--- src/rtl/dmem_arbiter.sv ---
// Data-memory arbiter: shares one data memory between the processor load/store
// path and a debug/loader port. The processor wins ties unless the debug port
// has lost STARVE_MAX consecutive contended cycles; the debug port can lock the
// memory for multi-word bursts.
module dmem_arbiter #(
  parameter int unsigned ADDR_W     = 32,
  parameter int unsigned DATA_W     = 32,
  parameter int unsigned STARVE_MAX = 4,
  parameter int unsigned CNT_W      = 16
) (
  input  logic              clk,
  input  logic              rst,
  // processor port
  input  logic              cpu_req,
  input  logic              cpu_we,
  input  logic [ADDR_W-1:0] cpu_addr,
  input  logic [DATA_W-1:0] cpu_wdata,
  output logic [DATA_W-1:0] cpu_rdata,
  output logic              cpu_ack,
  output logic              cpu_stall,
  // debug/loader port
  input  logic              dbg_req,
  input  logic              dbg_we,
  input  logic              dbg_lock,
  input  logic [ADDR_W-1:0] dbg_addr,
  input  logic [DATA_W-1:0] dbg_wdata,
  output logic [DATA_W-1:0] dbg_rdata,
  output logic              dbg_ack,
  // data memory
  output logic              mem_we,
  output logic [ADDR_W-1:0] mem_addr,
  output logic [DATA_W-1:0] mem_wdata,
  input  logic [DATA_W-1:0] mem_rdata,
  // statistics
  output logic [CNT_W-1:0]  contention_cnt
);

  localparam int unsigned STARVE_W = $clog2(STARVE_MAX + 1);
  localparam logic [STARVE_W-1:0] STARVE_TOP = STARVE_W'(STARVE_MAX);

  typedef enum logic [0:0] {StFree, StDbgLocked} state_e;

  state_e              state_q, state_d;
  logic [STARVE_W-1:0] starve_q, starve_d;
  logic [CNT_W-1:0]    cnt_q, cnt_d;
  logic                cpu_gnt, dbg_gnt;

  // Grant decision and next state; grants are suppressed while in reset.
  always_comb begin
    cpu_gnt = 1'b0;
    dbg_gnt = 1'b0;
    state_d = state_q;
    if (!rst) begin
      unique case (state_q)
        StFree: begin
          if (cpu_req && !dbg_req) begin
            cpu_gnt = 1'b1;
          end else if (dbg_req && !cpu_req) begin
            dbg_gnt = 1'b1;
          end else if (cpu_req && dbg_req) begin
            if (starve_q == STARVE_TOP) dbg_gnt = 1'b1;
            else                        cpu_gnt = 1'b1;
          end
          if (dbg_gnt && dbg_lock) state_d = StDbgLocked;
        end
        StDbgLocked: begin
          // CPU is locked out; a dropped debug request ends the burst with an idle cycle.
          if (dbg_req) begin
            dbg_gnt = 1'b1;
            if (!dbg_lock) state_d = StFree;
          end else begin
            state_d = StFree;
          end
        end
        default: state_d = StFree;
      endcase
    end
  end

  // Starvation and contention counter next values.
  always_comb begin
    starve_d = starve_q;
    cnt_d    = cnt_q;
    if (!dbg_req || dbg_gnt) begin
      starve_d = '0;
    end else if (cpu_gnt && (starve_q < STARVE_TOP)) begin
      starve_d = starve_q + 1'b1;
    end
    if (cpu_req && dbg_req && !(&cnt_q)) begin
      cnt_d = cnt_q + 1'b1;
    end
  end

  // State registers with synchronous reset.
  always_ff @(posedge clk) begin
    if (rst) begin
      state_q  <= StFree;
      starve_q <= '0;
      cnt_q    <= '0;
    end else begin
      state_q  <= state_d;
      starve_q <= starve_d;
      cnt_q    <= cnt_d;
    end
  end

  // Memory-side mux; with no grant the CPU values pass through with writes disabled.
  always_comb begin
    mem_we    = 1'b0;
    mem_addr  = cpu_addr;
    mem_wdata = cpu_wdata;
    if (dbg_gnt) begin
      mem_we    = dbg_we;
      mem_addr  = dbg_addr;
      mem_wdata = dbg_wdata;
    end else if (cpu_gnt) begin
      mem_we    = cpu_we;
    end
  end

  assign cpu_ack        = cpu_gnt;
  assign dbg_ack        = dbg_gnt;
  assign cpu_stall      = cpu_req & ~cpu_gnt & ~rst;
  assign cpu_rdata      = mem_rdata;
  assign dbg_rdata      = mem_rdata;
  assign contention_cnt = cnt_q;

endmodule

--- config.mk ---
export PLATFORM = sky130hd
export DESIGN_NAME = dmem_arbiter
export DESIGN_NICKNAME = d
export VERILOG_FILES = /design/src/rtl/dmem_arbiter.sv
export SDC_FILE = /design/constraint.sdc
export NUM_CORES = 1
export LEC_CHECK = 0
export ABC_AREA = 1
export CORE_AREA = 10 10 116 118
export DETAILED_ROUTE_END_ITERATION = 8
export DIE_AREA = 0 0 126 128
export PLACE_DENSITY = 0.85
export SYNTH_ARGS = -nofsm -noshare
export SYNTH_HDL_FRONTEND = slang
export SYNTH_SLANG_ARGS = --single-unit
--- constraint.sdc ---
create_clock -name clk -period 1.6 [get_ports clk]
set_input_delay 0.16 -clock clk [delete_from_list [all_inputs] [get_ports clk]]
set_output_delay 0.16 -clock clk [all_outputs]
set_load 0.03 [all_outputs]
Yosys cells after proc, flatten, opt, wreduce, memory -nomap -nowiden. Index checks and enable logic that the tools add are counted.

$add $sub $neg: 2. $lt $le $gt $ge: 1. Equality and inequality tests: 1. Multiplexer cells: 23. Bitwise gates (word level): 5. Reduce and logical (&&, ||, !) cells: 12.

Operator list (count): 32-bit 2-to-1 mux (2); 1-bit 2-to-1 mux (19); 16-bit by 1-bit adder with 16-bit output, second input constant (1); 16-bit AND reduction (1); 1-bit logical AND (6); 1-bit case mux with 2 select lines (2); 3-bit by 1-bit adder with 3-bit output, second input constant (1); 3-bit == test, second input constant (1); 1-bit zero test (3); 3-bit less-than comparator, second input constant (1); 1-bit NOT (3); 1-bit AND (2); 2-bit OR reduction (1); 1-bit logical OR (1).

Flip-flop bits (word level): 20. Output and inout port bits: 148. Logic and storage cells: 47.

Logic depth before layout (Yosys ltp). Gate-level depths: netlist (run 1).

Depth in word-level cells: 11. Gate-level depth with buffers: 10. Gate-level depth less buffers: 10.

Least setup slack after synthesis (run 1). Ideal clock, no wire load.

Path type: register -> register. From: reg cnt_q[0], in the netlist contention_cnt[0]. To: reg cnt_q[2], in the netlist contention_cnt[2]. Data arrival time: 1.579 ns. Data required time: 1.468 ns. Slack: -0.111 ns. Cell stages (with the launch flop): 10. Cells stage by stage: dfxtp_1 > ha_1 > nand2_1 > nor2_1 > nand2_1 > nor2_1 > nor2_4 > buf_6 > nand2_1 > a21oi_2.

Word-level cells in the longest chain between the ends: 3.

Ends and longest elaborated chain: start: declaration (line 45) `logic [CNT_W-1:0] cnt_q, cnt_d;`; start signal: assignment (line 103) `cnt_q <= cnt_d;`; branches (longest 3 deep; another with 16-bit by 1-bit adder with 16-bit output).

Several ways; the timed one is not identified. A chain may end at the register's enable or synchronous reset.

Final worst setup path (run 1).
From: reg starve_q[0]. To: out mem_wdata[24].

Word-level cells in the longest chain between the ends: 10.

Ends and longest elaborated chain: start: declaration (line 44) `logic [STARVE_W-1:0] starve_q, starve_d;`; start signal: assignment (line 102) `starve_q <= starve_d;`; 3-bit == test (line 61) `if (starve_q == STARVE_TOP) dbg_gnt = 1'b1;`; 1-bit 2-to-1 mux (line 61); 1-bit 2-to-1 mux (line 60) `end else if (cpu_req && dbg_req) begin`; 1-bit 2-to-1 mux (line 58) `end else if (dbg_req && !cpu_req) begin`; 1-bit 2-to-1 mux (line 56) `if (cpu_req && !dbg_req) begin`; 1-bit 2-to-1 mux (line 54) `unique case (state_q)`; 1-bit 2-to-1 mux (line 53) `if (!rst) begin`; 1-bit case mux with 2 select lines (line 54); 1-bit 2-to-1 mux (line 53); 32-bit 2-to-1 mux (line 112) `if (dbg_gnt) begin`; end: declaration (line 32) `output logic [DATA_W-1:0] mem_wdata,`.

Every way passes these cells. The select of a mux whose other input is x is not followed.

==> results.json, run 1 <==
{
  "yosysUniqueCellTypes": 23,
  "clkTransAtPathRegs_ps": 60,
  "dpl.hpwl_mm": 11.3,
  "crit_slowest_cell": "dfxtp_2",
  "drive_gt1_share_pct": 43.2,
  "dieArea_um2": 16100,
  "worst-setup-path-type": "reg -> out",
  "crit_chain": "inv_2 > ha_4 > nand2_2 > nand2_2 > nand3_4 > buf_12 > clkinv_16 > buf_12 > nand2_1 > nand2_1 > buf_6",
  "p_leak_uw": 0.00273,
  "hold_ws_ps": 320,
  "status": "finished, violations left",
  "final_area_um2": 5980,
  "fillers": 1013,
  "grtUsageTotal_pct": 16.7,
  "cts_buffer_depth": 2,
  "syn2layout_area_growth_pct": 144,
  "antenna_cells": 0,
  "syn_avg_cell_area_um2": 5.43,
  "crit_start": "starve_q[0]",
  "cts_hold_buf": 0,
  "clock-root-buffer": "clkbuf_16",
  "start_util_pct": 21.8,
  "hold_viol_final": 0,
  "clk_latency_ps": 250,
  "stdcell_count": 789,
  "setup_viol": 68,
  "grt_setup_unrepaired": "true",
  "cts_inserted_buffers": 3,
  "final.setup.worst_slack_ps": -282,
  "dr.pass1.iters": 4,
  "regArea_um2": 407,
  "grt_overflow": 0,
  "dp_slack_ps": -324,
  "synth_commonest_cells": "nand2_1, buf_4, nor2_1",
  "synth-seq-area-share_pct": 16.4,
  "via_count": 3534,
  "io_buffer_count": 218,
  "final_max_slew_viol_count": 0,
  "multi_input_area_um2": 2000,
  "worst_pin_slew_ps": 344,
  "async_reset_ff_share_pct": 0,
  "hold_path.startpoint": "mem_rdata[13]",
  "synth.most_common_cell": "nand2_1",
  "synth_top_area_share_pct": 38.0,
  "syn_inst": 451,
  "fin_nets": 817,
  "cp.arrival_ps": 1720,
  "fin_skew_ps": 2.11,
  "die_w_um": 126,
  "hold_class": "in -> out",
  "post-route-min-period_ps": 1880,
  "finalWirelength_mm": 15.6,
  "ios": 315,
  "power.density_nw_per_um2": 459,
  "ant_nets": 0,
  "synth_edf_count": 0,
  "placed_cells": 762,
  "antenna_found_initial": 0,
  "r2r_start": "state_q",
  "drc_errors": 0,
  "crit_required_ps": 1440,
  "dpl_cell_area_um2": 4600,
  "crit_path_max_fanout": 7,
  "core_um2": 11200,
  "synth_ff_type": "dfxtp_1",
  "post_drt_wl_per_cell_um": 19.8,
  "finalCritPeriodShare_pct": 118,
  "violations": "setup timing",
  "grt_pass1_wl_mm": 21.4,
  "place.gp.congestion": 0.822,
  "grt_max_degree": 14,
  "maxCapViolations": 0,
  "drt_iter0_markers": 152,
  "syn_nets": 621,
  "cts_tree": "built",
  "max_freq_mhz": 531,
  "grt_pass1_vias": 3687,
  "die_y_um": 128,
  "start_kind": "flop",
  "synth_seq_cells": 20,
  "h-tree-depth": 1,
  "max-vdd-ir-drop_v": 0.000453,
  "viasPerCell": 4.48,
  "yosysTopAreaCell": "nand2_1",
  "synth_area_leaders": "nand2_1, buf_4, dfxtp_1, nor2_1, inv_1",
  "worstSetupEndpointType": "primary output",
  "yosys_warnings": 0,
  "cpPeakStageDelay_ps": 340,
  "relSlewSlack_pct": 77.0,
  "rows": 39,
  "netlist_area_um2": 2450,
  "cts_num_sinks": 20
}
[repair_timing]
| item | 4_1_cts | 5_1_grt |
|---|---|---|
| setup buffers | 10 | 3 |
| gates cloned | 9 | 3 |
| endpoints found under the setup margin | 69 | 80 |
| pin swaps | 40 | 9 |
| resized for setup | 202 | 76 |
[layout by cell type, fill, tap and decap left out]
cell,n
buf_6,51
nand4_1,6
dlymetal6s2s_1,5
xor2_1,4
nor3_2,1
nand2_1,121
inv_12,1
buf_12,30
xnor2_1,2
nor2_4,3
o21ai_0,3
a21oi_2,2
clkdlybuf4s50_1,142
clkinv_16,1
dfxtp_2,5
ha_4,1
nand2_8,1
a21oi_1,13
nor2_2,3
ha_1,2
nand3_1,13
dfxtp_1,15
dlygate4sd2_1,3
inv_1,16
buf_8,3
nand2_4,41
inv_2,4
nand3_4,1
inv_8,1
buf_16,7
o21ai_4,1
a21oi_4,1
clkbuf_8,1
nor2_1,22
a22o_4,1
nand2_2,87
clkbuf_16,5
buf_4,27
[sequential cells by signal, indices dropped and copies added, names as in the netlist]
signal / count
contention_cnt: 16
state_q: 1
starve_q: 3
[kinds of logic (layout without fill, tap and decap cells)]
family                     Yosys count  count (layout)  share of synthesized area [%]
xor gates and xnor gates             6               6                           2.15
adders and majority gates            3               3                           1.53
DFF                                 20              20                           16.4
AOI/OAI and AO/OA                   21              21                           5.06
buffers and inverters              102             297                           27.0
and+or+nand+nor                    299             299                           47.9
[layer usage]
layer / vias up / part of all wire [%] / wire length (um) / track usage (%)
met2: 191 / 53 / 8320 / 29.7
met5: - / 0 / 0 / 0
met1: 1594 / 33 / 5100 / 16.5
met3: 45 / 11 / 1730 / 8.35
li1: 1704 / - / - / -
met4: 0 / 3.0 / 469 / 5.63
[critical path, delay by kind of cell, from the launching register on]
kind          cells  cell delay, ps
fa+ha+maj         1             150
flops             1             340
simple gates      5             370
buf+inv           5             600
[path summary, 6_finish.rpt]
check,end,slack (ps),cells past startpoint
setup / recovery,mem_wdata[24],-280,11
hold / removal,cpu_rdata[13],320,0
setup reg to reg,starve_q[0],90,11
hold reg to reg,starve_q[2],500,2
[area by class of cell]
cell class	instances	area share, %
timing repair buffer	270	53.1
multi-input combinational	329	33.4
sequential	20	6.80
tap	143	2.99
inverter	21	1.76
clock buffer	4	1.49
timing repair inverter	2	0.460
[stage by stage]
step	util (%)	total power (uW)	TNS [ps]
floorplan	-	1310	0
global placement	41.0	1790	-14200
detailed placement	41.0	1800	-14860
CTS	50.7	2680	-14010
global route	53.3	2870	-19320
finish	53.3	2740	-15360
[report_power, final]
group          internal [uW]  switching [uW]
logic                    884             774
clock network            381             195
registers                504            4.93
Power figures use the tool's default switching activity.
==> run 2: changes to the inputs <==
clock period = 1.5 ns   (was 1.6 ns; I/O delays follow)
==> run 2 against run 1 <==
Against the previous run:
- the run still ends with setup timing left
- design area up 4.8%
- combinational power up 9%
- count of clock-buffer cells in the layout unchanged
- largest cell class unchanged
==> results.json, run 2 (synthesis gave the netlist of run 1 again) <==
{
  "r2r_start": "starve_q[0]",
  "syn2layout_area_growth_pct": 156,
  "largest_reg_flops": 16,
  "antenna_cells": 0,
  "finalWirelength_mm": 15.7,
  "worst_pin_slew_ps": 342,
  "grt_overflow": 0,
  "cts_tree": "built",
  "maxCapViolations": 0,
  "fin_nets": 826,
  "multi_input_area_um2": 2270,
  "hold_path.startpoint": "mem_rdata[6]",
  "relSlewSlack_pct": 77.3,
  "grt_max_degree": 32,
  "max_freq_mhz": 545,
  "regArea_um2": 410,
  "hold_depth": 0,
  "place.gp.congestion": 0.835,
  "holdPathEnd": "cpu_rdata[6]",
  "via_count": 3542,
  "hold_class": "in -> out",
  "final.setup.worst_slack_ps": -335,
  "power.density_nw_per_um2": 474,
  "power_frac_comb_pct": 60.9,
  "grt_setup_unrepaired": "true",
  "layout_common_cells": "clkdlybuf4s50_1, nand2_1, nand2_2, nand2_4, buf_6",
  "max-vdd-ir-drop_v": 0.000405,
  "clkPwrFrac_pct": 20.8,
  "p_leak_uw": 0.00285,
  "crit_required_ps": 1350,
  "setup_viol": 70,
  "grt_pass1_vias": 3615,
  "dr.pass1.iters": 4,
  "clock-root-buffer": "clkbuf_16",
  "post_drt_wl_per_cell_um": 19.7,
  "drc_errors": 0,
  "die_w_um": 126,
  "cts_buffer_depth": 2,
  "drt_iter0_markers": 150,
  "clkTransAtPathRegs_ps": 60,
  "io_buffer_count": 218,
  "drive_gt1_share_pct": 49.0,
  "power_switching_share_pct": 36.2,
  "p_seq_share_pct": 18.3,
  "antenna_found_initial": 0,
  "post-route-min-period_ps": 1840,
  "ios": 315,
  "cp.arrival_ps": 1690,
  "start_util_pct": 21.8,
  "clk_latency_ps": 260,
  "internal_power_uw": 1890,
  "grtUsageTotal_pct": 16.9,
  "fillers": 974,
  "cts_hold_buf": 0,
  "fin_skew_ps": 2.40,
  "mostFrequentLayoutCell": "clkdlybuf4s50_1",
  "worst-setup-path-type": "reg -> out",
  "cts_num_sinks": 20,
  "rows": 39,
  "finalCritPeriodShare_pct": 122,
  "viasPerCell": 4.44,
  "start_kind": "flop",
  "post-route-util_pct": 55.8,
  "final_max_slew_viol_count": 0,
  "rr_endpoint": "starve_q[1]",
  "cts_inserted_buffers": 3,
  "crit_path_max_fanout": 8,
  "hold_viol_final": 0,
  "violations": "setup timing",
  "r2r_cells": 12,
  "dieArea_um2": 16100,
  "grt_pass1_wl_mm": 21.6,
  "h-tree-depth": 1,
  "p_total_uw": 2970,
  "ant_nets": 0,
  "worstSetupEndpointType": "primary output",
  "r2r_slack_ps": -40,
  "status": "finished, violations left",
  "p_switching_uw": 1080,
  "core_um2": 11200,
  "die_y_um": 128,
  "dpl.hpwl_mm": 10.9
}
==> run 2: changes by cell type in the layout (fill, tap and decap cells not counted), sizes merged <==
cell	before	now
clkdlybuf4s50	142	134
dlygate4sd2	3	16
inv	22	20
clkbuf	6	5
dlymetal6s2s	5	0
buf	118	130
==> run 2: worst max-delay path: stages, from the launching register on <==
cell and delay, ps:
dfxtp_2 320, inv_2 70, ha_4 140, nand2_4 50, nand2_4 60, nand3_4 120
buf_12 200, buf_16 160, nand2_2 80, nand2_4 70, buf_12 130
==> run 2: how the worst max path moves through the flow <==
stage / from / end / slack (ps) / cells after the start
2_1_floorplan: starve_q[0] / mem_addr[10] / -30 / 9
3_3_place_gp: cpu_req / mem_wdata[7] / -310 / 9
3_5_place_dp: cpu_req / mem_wdata[8] / -340 / 9
4_1_cts: starve_q[1] / mem_addr[2] / -360 / 11
5_1_grt: starve_q[0] / mem_wdata[11] / -400 / 11
6_report: starve_q[0] / mem_addr[9] / -340 / 10
==> run 2: final cells by class <==
type,instances,share of cell area (%)
well taps,143,2.86
flip-flops and latches,20,6.55
inverters,21,1.50
clock buffers,4,1.42
repair buffers,281,51.5
multi-input cells,329,36.2
==> run 2: what timing repair did <==
action | 4_1_cts | 5_1_grt
pin swaps | 16 | 42
setup buffers | 10 | 5
gates cloned | 11 | 1
endpoints found under the setup margin | 96 | 85
resized for setup | 190 | 109
==> run 2: per-layer routing <==
| layer | routed length [um] | GRT usage [%] | part of all wire (%) |
|---|---|---|---|
| met1 | 5440 | 17.4 | 35 |
| met2 | 8300 | 29.6 | 53 |
| met3 | 1640 | 8.19 | 10 |
| met4 | 357 | 5.29 | 2.3 |
| met5 | 0 | 0 | 0 |
==> run 2: power groups by stage <==
stage	logic, uW	registers (uW)	clock network [uW]
2_1_floorplan	882	562	0
3_3_place_gp	1360	551	0
3_5_place_dp	1360	551	0
4_1_cts	1690	540	630
5_1_grt	1890	543	641
6_report	1810	542	618
==> run 2: metrics by stage <==
step	setup WS (ps)	instances	setup TNS, ps	hold WS [ps]	area, um^2
2_1_floorplan	-29.5	451	-970	262	2600
3_3_place_gp	-306	769	-15420	300	4740
3_5_place_dp	-342	769	-17870	300	4740
4_1_cts	-363	794	-20960	300	5780
5_1_grt	-400	798	-24920	300	6260
6_report	-335	798	-20050	300	6260
==> run 3: changes to the inputs <==
CAP_MARGIN = 20   (was unset)
CORE_AREA = 2 2 121 123   (was 10 10 116 118)
DIE_AREA = 0 0 123 125   (was 0 0 126 128)
PLACE_DENSITY = 0.72   (was 0.85)
==> run 3 against run 2 <==
Against the previous run:
- the flow still finishes with violations (setup timing)
- die area fell by 4.7%
- worst setup slack got worse by 58 ps
- flip-flop and latch count did not move
- maximum frequency fell by 3.0%
- routed wire length fell by 16%
- critical path depth did not move
- design area fell by 7.4%
- sequential power barely moved
- clock power rose by 1%
- clock skew rose by 3.3 ps
- combinational power fell by 9%
- critical path type unchanged
- largest cell class unchanged
==> results.json, run 3 (synthesis gave the netlist of run 1 again) <==
{
  "power.density_nw_per_um2": 484,
  "drt_iter0_markers": 93,
  "crit_start": "starve_q[0]",
  "dr.pass1.iters": 4,
  "grt_pass1_vias": 3487,
  "p_leak_uw": 0.00263,
  "largest_reg_flops": 16,
  "rr_endpoint": "starve_q[0]",
  "worstSetupEndpointType": "primary output",
  "layout_common_cells": "nand2_1, clkdlybuf4s50_1, nand2_2, buf_6, buf_4",
  "worst-setup-path-type": "reg -> out",
  "crit_required_ps": 1350,
  "tns_ps": -23310,
  "maxCapViolations": 0,
  "hold_class": "in -> out",
  "grt_pass1_wl_mm": 19.2,
  "final.setup.worst_slack_ps": -393,
  "clk_latency_ps": 260,
  "ios": 315,
  "hold_viol_final": 0,
  "place.gp.congestion": 0.834,
  "worst_pin_slew_ps": 325,
  "status": "finished, violations left",
  "dpl.hpwl_mm": 9.22,
  "fin_skew_ps": 5.70,
  "cts_num_sinks": 20,
  "clkTransAtPathRegs_ps": 60,
  "antenna_cells": 0,
  "grt_overflow": 0,
  "fillers": 1401,
  "max_freq_mhz": 528,
  "rows": 44,
  "relSlewSlack_pct": 78.4,
  "mostFrequentLayoutCell": "nand2_1",
  "post-route-util_pct": 40.8,
  "post-route-min-period_ps": 1890,
  "finalCritPeriodShare_pct": 126,
  "cts_hold_buf": 0,
  "finalWirelength_mm": 13.2,
  "grt_max_degree": 25,
  "grt_setup_unrepaired": "true",
  "syn2layout_area_growth_pct": 137,
  "drc_errors": 0,
  "hold_depth": 0,
  "setup_viol": 68,
  "hold_path.startpoint": "mem_rdata[13]",
  "r2r_cells": 10,
  "multi_input_area_um2": 1860,
  "antenna_found_initial": 0,
  "p_switching_uw": 987,
  "crit_path_max_fanout": 6,
  "viasPerCell": 4.15,
  "dieArea_um2": 15400,
  "power_switching_share_pct": 35.1,
  "drive_gt1_share_pct": 40.5,
  "cts_tree": "built",
  "dp_slack_ps": -363,
  "internal_power_uw": 1820,
  "cp.arrival_ps": 1740,
  "die_w_um": 123,
  "clkPwrFrac_pct": 22.3,
  "p_total_uw": 2810,
  "r2r_slack_ps": 70,
  "final_max_slew_viol_count": 0,
  "start_kind": "flop",
  "core_um2": 14200,
  "fin_nets": 826,
  "placed_cells": 811,
  "power_frac_comb_pct": 58.4,
  "p_seq_share_pct": 19.3,
  "grtUsageTotal_pct": 16.1,
  "cts_inserted_buffers": 3,
  "h-tree-depth": 1,
  "holdPathEnd": "cpu_rdata[13]",
  "violations": "setup timing",
  "stdcell_count": 839,
  "die_y_um": 125,
  "post_drt_wl_per_cell_um": 15.8,
  "max-vdd-ir-drop_v": 0.000414,
  "via_count": 3481,
  "start_util_pct": 17.2,
  "regArea_um2": 413,
  "io_buffer_count": 218,
  "r2r_start": "starve_q[0]",
  "clock-root-buffer": "clkbuf_16",
  "ant_nets": 0,
  "cts_buffer_depth": 2
}
-- run 3: cell count changes in the layout (fill, tap and decap cells not counted), sizes merged --
| cell | delta |
|---|---|
| clkinv | -1 |
| clkbuf | +2 |
| inv | +2 |
| clkdlybuf4s50 | +1 |
| buf | -3 |
| dlygate4sd2 | -1 |
-- run 3: worst max path at each step --
stage | end | slack [ps] | cells after the start
final | mem_we | -390 | 10
after global routing | mem_wdata[17] | -480 | 11
after CTS | mem_we | -380 | 10
after detailed placement | mem_wdata[12] | -360 | 9
after global placement | mem_wdata[12] | -380 | 9
after floorplan | mem_addr[10] | -30 | 9
-- run 3: worst max-delay path: stages, from the launching register on --
cell	delay, ps
dfxtp_2	330
inv_2	50
ha_4	160
nand2_4	70
nand2_4	50
nand3_4	100
buf_12	160
inv_16	50
clkbuf_16	150
a22o_4	210
buf_6	130
-- run 3: power groups by stage --
stage                     clock network [uW]  registers [uW]  logic [uW]
after floorplan                            0             562         882
after global placement                     0             551        1300
after detailed placement                   0             551        1310
after CTS                                637             540        1570
after global routing                     656             542        1740
final                                    627             542        1640
-- run 3: stage by stage --
| stage | instance area [um^2] | hold slack (ps) |
|---|---|---|
| finish | 5800 | 300 |
| global route | 5800 | 300 |
| CTS | 5510 | 300 |
| detailed placement | 4680 | 300 |
| global placement | 4680 | 300 |
| floorplan | 2600 | 262 |
-- run 3: timing repair --
item	in CTS	in global routing
resized for setup	155	45
setup endpoints to repair	84	86
hold endpoints to repair	0	0
setup buffers	12	4
cloned	7	5
pin swaps	13	16
-- run 3: metal layers --
metal / track usage (%) / routed length, um
met1: 18.0 / 4920
met2: 28.5 / 6490
met3: 5.61 / 1570
met4: 4.34 / 257
met5: 1.32 / 0
-- run 3: final cells by class --
type | count | area share [%]
Clock buffer | 4 | 1.53
Timing Repair Buffer | 280 | 53.5
Inverter | 21 | 1.68
Timing Repair inverter | 1 | 0.194
Tap cell | 184 | 3.97
Multi-Input combinational cell | 329 | 32.0
Sequential cell | 20 | 7.12
